==> src/rtl/sdram_ex_pattern_lfsr.sv <==
// -----------------------------------------------------------------------------
// sdram_ex_pattern_lfsr
//
// Test-pattern generator and checker for the SDRAM example harness.
// The generator state drives write data. An independent checker state
// replays the same sequence to compare read-back words, and it keeps error
// statistics. The step function is chosen by 'mode': a Galois LFSR of any
// width and polynomial, increment, walking-one, or alternate-invert.
//
// Ports
//   clk, reset_n    clock, asynchronous active-low reset
//   enable          0 holds both states at SEED
//   mode            00 LFSR, 01 increment, 10 walking-one, 11 alternate-invert
//   load, ldata     load ldata into both generator and checker
//   gen_adv, pause  advance the generator unless paused
//   gen_data        generator state (registered)
//   chk_valid       chk_data is valid; compare it and advance the checker
//   chk_data        read-back word
//   clr_err         clear the error statistics
//   chk_exp         checker expected word (registered)
//   err_flag        sticky mismatch flag
//   err_count       saturating mismatch count
//   first_err_exp   expected word at the first mismatch
//   first_err_got   received word at the first mismatch
// -----------------------------------------------------------------------------
module sdram_ex_pattern_lfsr #(
    parameter int          WIDTH = 32,
    parameter logic [63:0] POLY  = 64'h0000_0000_0040_0007,
    parameter logic [63:0] SEED  = 64'h0000_0000_0000_0020,
    parameter int          ERRW  = 16
) (
    input  logic             clk,
    input  logic             reset_n,
    input  logic             enable,
    input  logic [1:0]       mode,
    input  logic             load,
    input  logic [WIDTH-1:0] ldata,
    input  logic             gen_adv,
    input  logic             pause,
    output logic [WIDTH-1:0] gen_data,
    input  logic             chk_valid,
    input  logic [WIDTH-1:0] chk_data,
    input  logic             clr_err,
    output logic [WIDTH-1:0] chk_exp,
    output logic             err_flag,
    output logic [ERRW-1:0]  err_count,
    output logic [WIDTH-1:0] first_err_exp,
    output logic [WIDTH-1:0] first_err_got
);

    typedef enum logic [1:0] {
        MODE_LFSR = 2'b00,
        MODE_INC  = 2'b01,
        MODE_WALK = 2'b10,
        MODE_INV  = 2'b11
    } mode_e;

    localparam logic [WIDTH-1:0] POLY_W  = POLY[WIDTH-1:0];
    localparam logic [WIDTH-1:0] SEED_W  = SEED[WIDTH-1:0];
    localparam logic [WIDTH-1:0] ONE_W   = WIDTH'(1);
    localparam logic [ERRW-1:0]  ERR_MAX = '1;

    // One step of the selected pattern. The all-zero state is a fixed point
    // for both LFSR and rotate, so both escape to 1 instead of locking up.
    function automatic logic [WIDTH-1:0] step(input logic [WIDTH-1:0] s,
                                              input mode_e            m);
        logic [WIDTH-1:0] r;
        r = s;
        case (m)
            MODE_LFSR: r = (s == '0) ? ONE_W
                         : ({s[WIDTH-2:0], 1'b0} ^ (s[WIDTH-1] ? POLY_W : '0));
            MODE_INC:  r = s + ONE_W;
            MODE_WALK: r = (s == '0) ? ONE_W : {s[WIDTH-2:0], s[WIDTH-1]};
            MODE_INV:  r = ~s;
            default:   r = s;
        endcase
        return r;
    endfunction

    mode_e            cur_mode;
    logic [WIDTH-1:0] gen_next;
    logic [WIDTH-1:0] chk_next;
    logic             mismatch;

    assign cur_mode = mode_e'(mode);

    // NOTE: every signal driven here gets a default first, so no path
    // through the if-chain can leave it unassigned and infer a latch.
    always_comb begin
        gen_next = gen_data;
        if (!enable)
            gen_next = SEED_W;
        else if (load)
            gen_next = ldata;
        else if (gen_adv && !pause)
            gen_next = step(gen_data, cur_mode);

        chk_next = chk_exp;
        if (!enable)
            chk_next = SEED_W;
        else if (load)
            chk_next = ldata;
        else if (chk_valid)
            chk_next = step(chk_exp, cur_mode);

        // A load cycle only loads, so it is never compared.
        mismatch = enable && !load && chk_valid && (chk_data != chk_exp);
    end

    // NOTE: state registers use non-blocking assignments so every register
    // samples the pre-edge values, independent of statement order.
    always_ff @(posedge clk or negedge reset_n) begin
        if (!reset_n) begin
            gen_data <= SEED_W;
            chk_exp  <= SEED_W;
        end else begin
            gen_data <= gen_next;
            chk_exp  <= chk_next;
        end
    end

    // Statistics. clr_err beats a simultaneous mismatch, and the mismatch is
    // dropped. With enable low, mismatch is forced low, so the statistics hold.
    always_ff @(posedge clk or negedge reset_n) begin
        if (!reset_n) begin
            err_flag      <= 1'b0;
            err_count     <= '0;
            first_err_exp <= '0;
            first_err_got <= '0;
        end else if (clr_err) begin
            err_flag      <= 1'b0;
            err_count     <= '0;
            first_err_exp <= '0;
            first_err_got <= '0;
        end else if (mismatch) begin
            err_flag <= 1'b1;
            if (err_count != ERR_MAX)
                err_count <= err_count + ERRW'(1);
            if (!err_flag) begin
                first_err_exp <= chk_exp;
                first_err_got <= chk_data;
            end
        end
    end

endmodule

==> config.mk <==
export PLATFORM = sky130hd
export DESIGN_NAME = sdram_ex_pattern_lfsr
export DESIGN_NICKNAME = d
export VERILOG_FILES = /design/src/rtl/sdram_ex_pattern_lfsr.sv
export SDC_FILE = /design/constraint.sdc
export NUM_CORES = 1
export LEC_CHECK = 0
export CELL_PAD_IN_SITES_DETAIL_PLACEMENT = 1
export CELL_PAD_IN_SITES_GLOBAL_PLACEMENT = 2
export CORE_MARGIN = 5
export CORE_UTILIZATION = 28
export DETAILED_ROUTE_END_ITERATION = 12
export MAX_ROUTING_LAYER = met4
export PLACE_DENSITY_LB_ADDON = 0.1
export REMOVE_ABC_BUFFERS = 1
export SLEW_MARGIN = 0
export SYNTH_ARGS = -nofsm -noshare
export SYNTH_HDL_FRONTEND = slang
export SYNTH_SLANG_ARGS = --single-unit
==> constraint.sdc <==
create_clock -name clk -period 2.3 [get_ports clk]
set_input_delay 0.46 -clock clk [delete_from_list [all_inputs] [get_ports clk]]
set_output_delay 0.46 -clock clk [all_outputs]
set_load 0.005 [all_outputs]
==> impl_metrics.sql <==
INSERT INTO impl_metrics (metric_group, metric, value, unit) VALUES
('timing', 'final.min_clock_period', '2.320', 'ns'),
('worst_setup_path', 'worst-r2r-setup-slack', '-0.02', 'ns'),
('synthesis', 'synth_top_family_by_area', 'simple AND/OR/NAND/NOR gates', ''),
('synthesis', 'synth-edff-count', '0', ''),
('pwr', 'ir_worst_vdd', '0.5489', 'mV'),
('clock_network', 'clockRootBuffer', 'sky130_fd_sc_hd__clkbuf_16', ''),
('place', 'detailedPlacementHpwl', '34450', 'µm'),
('layout', 'multi_input_comb_area', '5742', 'µm²'),
('worst_setup_path', 'crit_path_end_kind', 'register', ''),
('place', 'gp_routability_congestion', '0.8888', ''),
('worst_setup_path', 'timing.critical_path.required', '2.66', 'ns'),
('floorplan', 'die_h', '197.2', 'µm'),
('route', 'drt_first_pass_iters', '8', ''),
('layout', 'nFillCells', '3973', ''),
('synthesis', 'synth-xor-area-share', '6.604', '%'),
('route', 'route.vias.total', '10250', ''),
('pwr', 'power.static_leakage', '6.645', 'nW'),
('floorplan', 'floorplan.initialDensity', '28.41', '%'),
('run_status', 'violated_checks', 'negative setup slack', ''),
('layout', 'antenna_cells_inserted', '0', ''),
('layout', 'finalCoreUtilization', '42.74', '%'),
('run', 'max_cap_viol_count', '0', ''),
('pwr', 'combinational_share_of_power', '26.6', '%'),
('synthesis', 'synth_area_per_cell', '8.890', 'µm²'),
('pwr', 'netSwitchingFraction', '33.32', '%'),
('clock_network', 'h-tree-depth', '4', ''),
('timing', 'max_freq', '0.4310', 'GHz'),
('pwr', 'power.total', '7.606', 'mW'),
('synthesis', 'postSynthRegisterBits', '145', ''),
('global_route', 'wire_length_of_the_first_global_routing_pass', '68870', 'µm'),
('timing', 'hold_viol', '0', ''),
('route', 'initialDrtViolationCount', '658', ''),
('pwr', 'power-per-cell-area', '515.2', 'nW/µm²'),
('floorplan', 'core-area', '34540', 'µm²'),
('floorplan', 'pin_count', '219', ''),
('worst_setup_path', 'crit_path_start_kind', 'register', ''),
('synthesis', 'yosys_top_cell_area_share', '36.46', '%'),
('layout', 'num-nets-final', '1526', ''),
('floorplan', 'die_area', '38900', 'µm²'),
('worst_setup_path', 'arrival', '2.68', 'ns'),
('timing', 'worst_slew_pin_slew', '0.6447', 'ns'),
('synthesis', 'yosys.area_share.simple', '20.91', '%'),
('synthesis', 'synth-async-reset-ratio', '100.0', '%'),
('global_route', 'grt_antenna_before_repair', '0', ''),
('synthesis', 'synthTopCellsByCount', 'sky130_fd_sc_hd__dfrtp_1, sky130_fd_sc_hd__nor2_1, sky130_fd_sc_hd__nand2_1', ''),
('synthesis', 'netlist-cell-type-count', '75', ''),
('hold_path', 'hold_path_class', 'in2reg', ''),
('clock_network', 'clk_transition_reported_paths', '0.07', 'ns'),
('synthesis', 'synth-warning-count', '0', ''),
('layout', 'layout.area.seq', '3657', 'µm²'),
('layout', 'area.growth.synth_to_final', '50.43', '%'),
('run_status', 'outcome', 'finished with violations', ''),
('clock_network', 'clock_insertion_delay_worst_skew', '0.45', 'ns'),
('synthesis', 'synthesis.instances', '1104', ''),
('timing', 'worst_slack', '-0.01998', 'ns'),
('clock_network', 'tritoncts', 'yes', ''),
('global_route', 'remaining_global_route_overflow', '0', ''),
('timing', 'final-max-slew-violation-count', '0', ''),
('worst_setup_path', 'cp_max_fo', '5', ''),
('route', 'drcViolationCount', '0', ''),
('global_route', 'maximum_number_of_pins_on_one_net_before_global_route_repair', '56', ''),
('pwr', 'pwr-share-seq', '37.6', '%'),
('timing', 'fin_crit_share', '100.9', '%'),
('timing', 'final_report_setup_violation_count', '1', ''),
('floorplan', 'core.rowCount', '68', ''),
('worst_setup_path', 'critPathKind', 'reg2reg', ''),
('pwr', 'internal_power_summed_over_all_cells', '5.072', 'mW'),
('timing', 'max_slew_margin', '57.02', '%'),
('floorplan', 'die_x', '197.2', 'µm'),
('route', 'postRouteWirelength', '45790', 'µm'),
('synthesis', 'synth_compound_gate_area_share', '19.52', '%');
[area by class of cell]
| type | count | area share [%] |
|---|---|---|
| tap | 455 | 3.856 |
| inverter | 19 | 0.4830 |
| timing repair buffer | 435 | 28.28 |
| multi-input combinational | 829 | 38.89 |
| clock inverter | 15 | 0.8390 |
| sequential | 145 | 24.77 |
| clock buffer | 17 | 2.881 |
[power by group through the flow]
stage | logic (mW) | clock network (mW) | registers, mW
final | 2.03 | 2.72 | 2.86
after global routing | 2.18 | 2.91 | 2.87
after CTS | 1.99 | 2.81 | 2.85
after detailed placement | 1.94 | 0 | 2.89
after global placement | 1.93 | 0 | 2.89
after floorplan | 0.616 | 0 | 2.94
[cells by family (layout without fill, tap and decap cells)]
family	after synthesis	after routing
AO/OA/AOI/OAI	284	284
XOR/XNOR	74	74
adder cells (fa/ha/maj)	5	5
buffers and inverters	130	486
flip-flops	145	145
multiplexers	76	76
AND/OR/NAND/NOR	390	390
[path summary, 6_finish.rpt]
check,start,end,cells after the start
setup / recovery,chk_exp[0]$_DFFE_PN0P_,err_count[8]$_DFFE_PN0P_,11
hold / removal,chk_data[19],first_err_got[19]$_DFFE_PN0P_,3
setup reg to reg,chk_exp[0]$_DFFE_PN0P_,err_count[8]$_DFFE_PN0P_,11
hold reg to reg,first_err_exp[8]$_DFFE_PN0P_,first_err_exp[8]$_DFFE_PN0P_,2
max in group asynchronous,reset_n,chk_exp[5]$_DFFE_PN1P_,3
min in group asynchronous,reset_n,gen_data[3]$_DFFE_PN0P_,2
[worst max-delay path: stages, from the launching register on]
cell,delay [ns]
sky130_fd_sc_hd__dfrtp_1,0.41
sky130_fd_sc_hd__buf_4,0.18
sky130_fd_sc_hd__xor2_2,0.18
sky130_fd_sc_hd__nor4_2,0.06
sky130_fd_sc_hd__nand4_1,0.17
sky130_fd_sc_hd__buf_4,0.15
sky130_fd_sc_hd__nor3_4,0.04
sky130_fd_sc_hd__buf_12,0.13
sky130_fd_sc_hd__clkbuf_16,0.15
sky130_fd_sc_hd__buf_6,0.11
sky130_fd_sc_hd__or4_1,0.50
sky130_fd_sc_hd__a21oi_1,0.16
[flip-flops by register name (all words and copies together) (netlist names)]
register       count
chk_exp           32
err_count         16
err_flag           1
first_err_exp     32
first_err_got     32
gen_data          32
[timing repair]
item,CTS,global route
hold buffers,1,0
hold endpoints to repair,30,0
pin swaps,6,19
buffers inserted,5,10
resized for setup,20,84
gates cloned,0,4
endpoints found under the setup margin,87,105
[cells in the final DEF (no fill, tap or decap), types with 30 or more instances in the layout]
cell type,instances
sky130_fd_sc_hd__a21oi_1,66
sky130_fd_sc_hd__dfrtp_1,122
sky130_fd_sc_hd__buf_4,187
sky130_fd_sc_hd__xor2_1,32
sky130_fd_sc_hd__nor2_1,118
sky130_fd_sc_hd__clkdlybuf4s50_1,193
sky130_fd_sc_hd__o21ai_0,59
sky130_fd_sc_hd__mux2i_1,70
sky130_fd_sc_hd__nand2_1,84
sky130_fd_sc_hd__xnor2_1,30
[through the flow]
| step | area (µm²) | hold WS (ns) | worst slack (ns) | std cells | TNS, ns |
|---|---|---|---|---|---|
| global placement | 13600 | 0.4190 | -0.5407 | 1867 | -45.88 |
| detailed placement | 13600 | 0.4132 | -0.5650 | 1867 | -42.89 |
| finish | 14760 | 0.3424 | -0.01998 | 1915 | -0.01998 |
| global route | 14760 | 0.3711 | -0.1065 | 1915 | -2.983 |
| CTS | 14300 | 0.5197 | -0.02038 | 1905 | -0.04764 |
| floorplan | 9149 | 0.1644 | -3.404 | 993 | -218.55 |
[routing by layer]
metal / up-vias / wire [µm] / GRT usage, %
li1: 4731 / - / -
met1: 5220 / 21200 / 31.92
met2: 247 / 21910 / 37.30
met4: 0 / 821 / 5.727
met3: 47 / 1859 / 3.514
met5: - / 0 / -
Note: power is estimated with default switching activity, not from simulation.
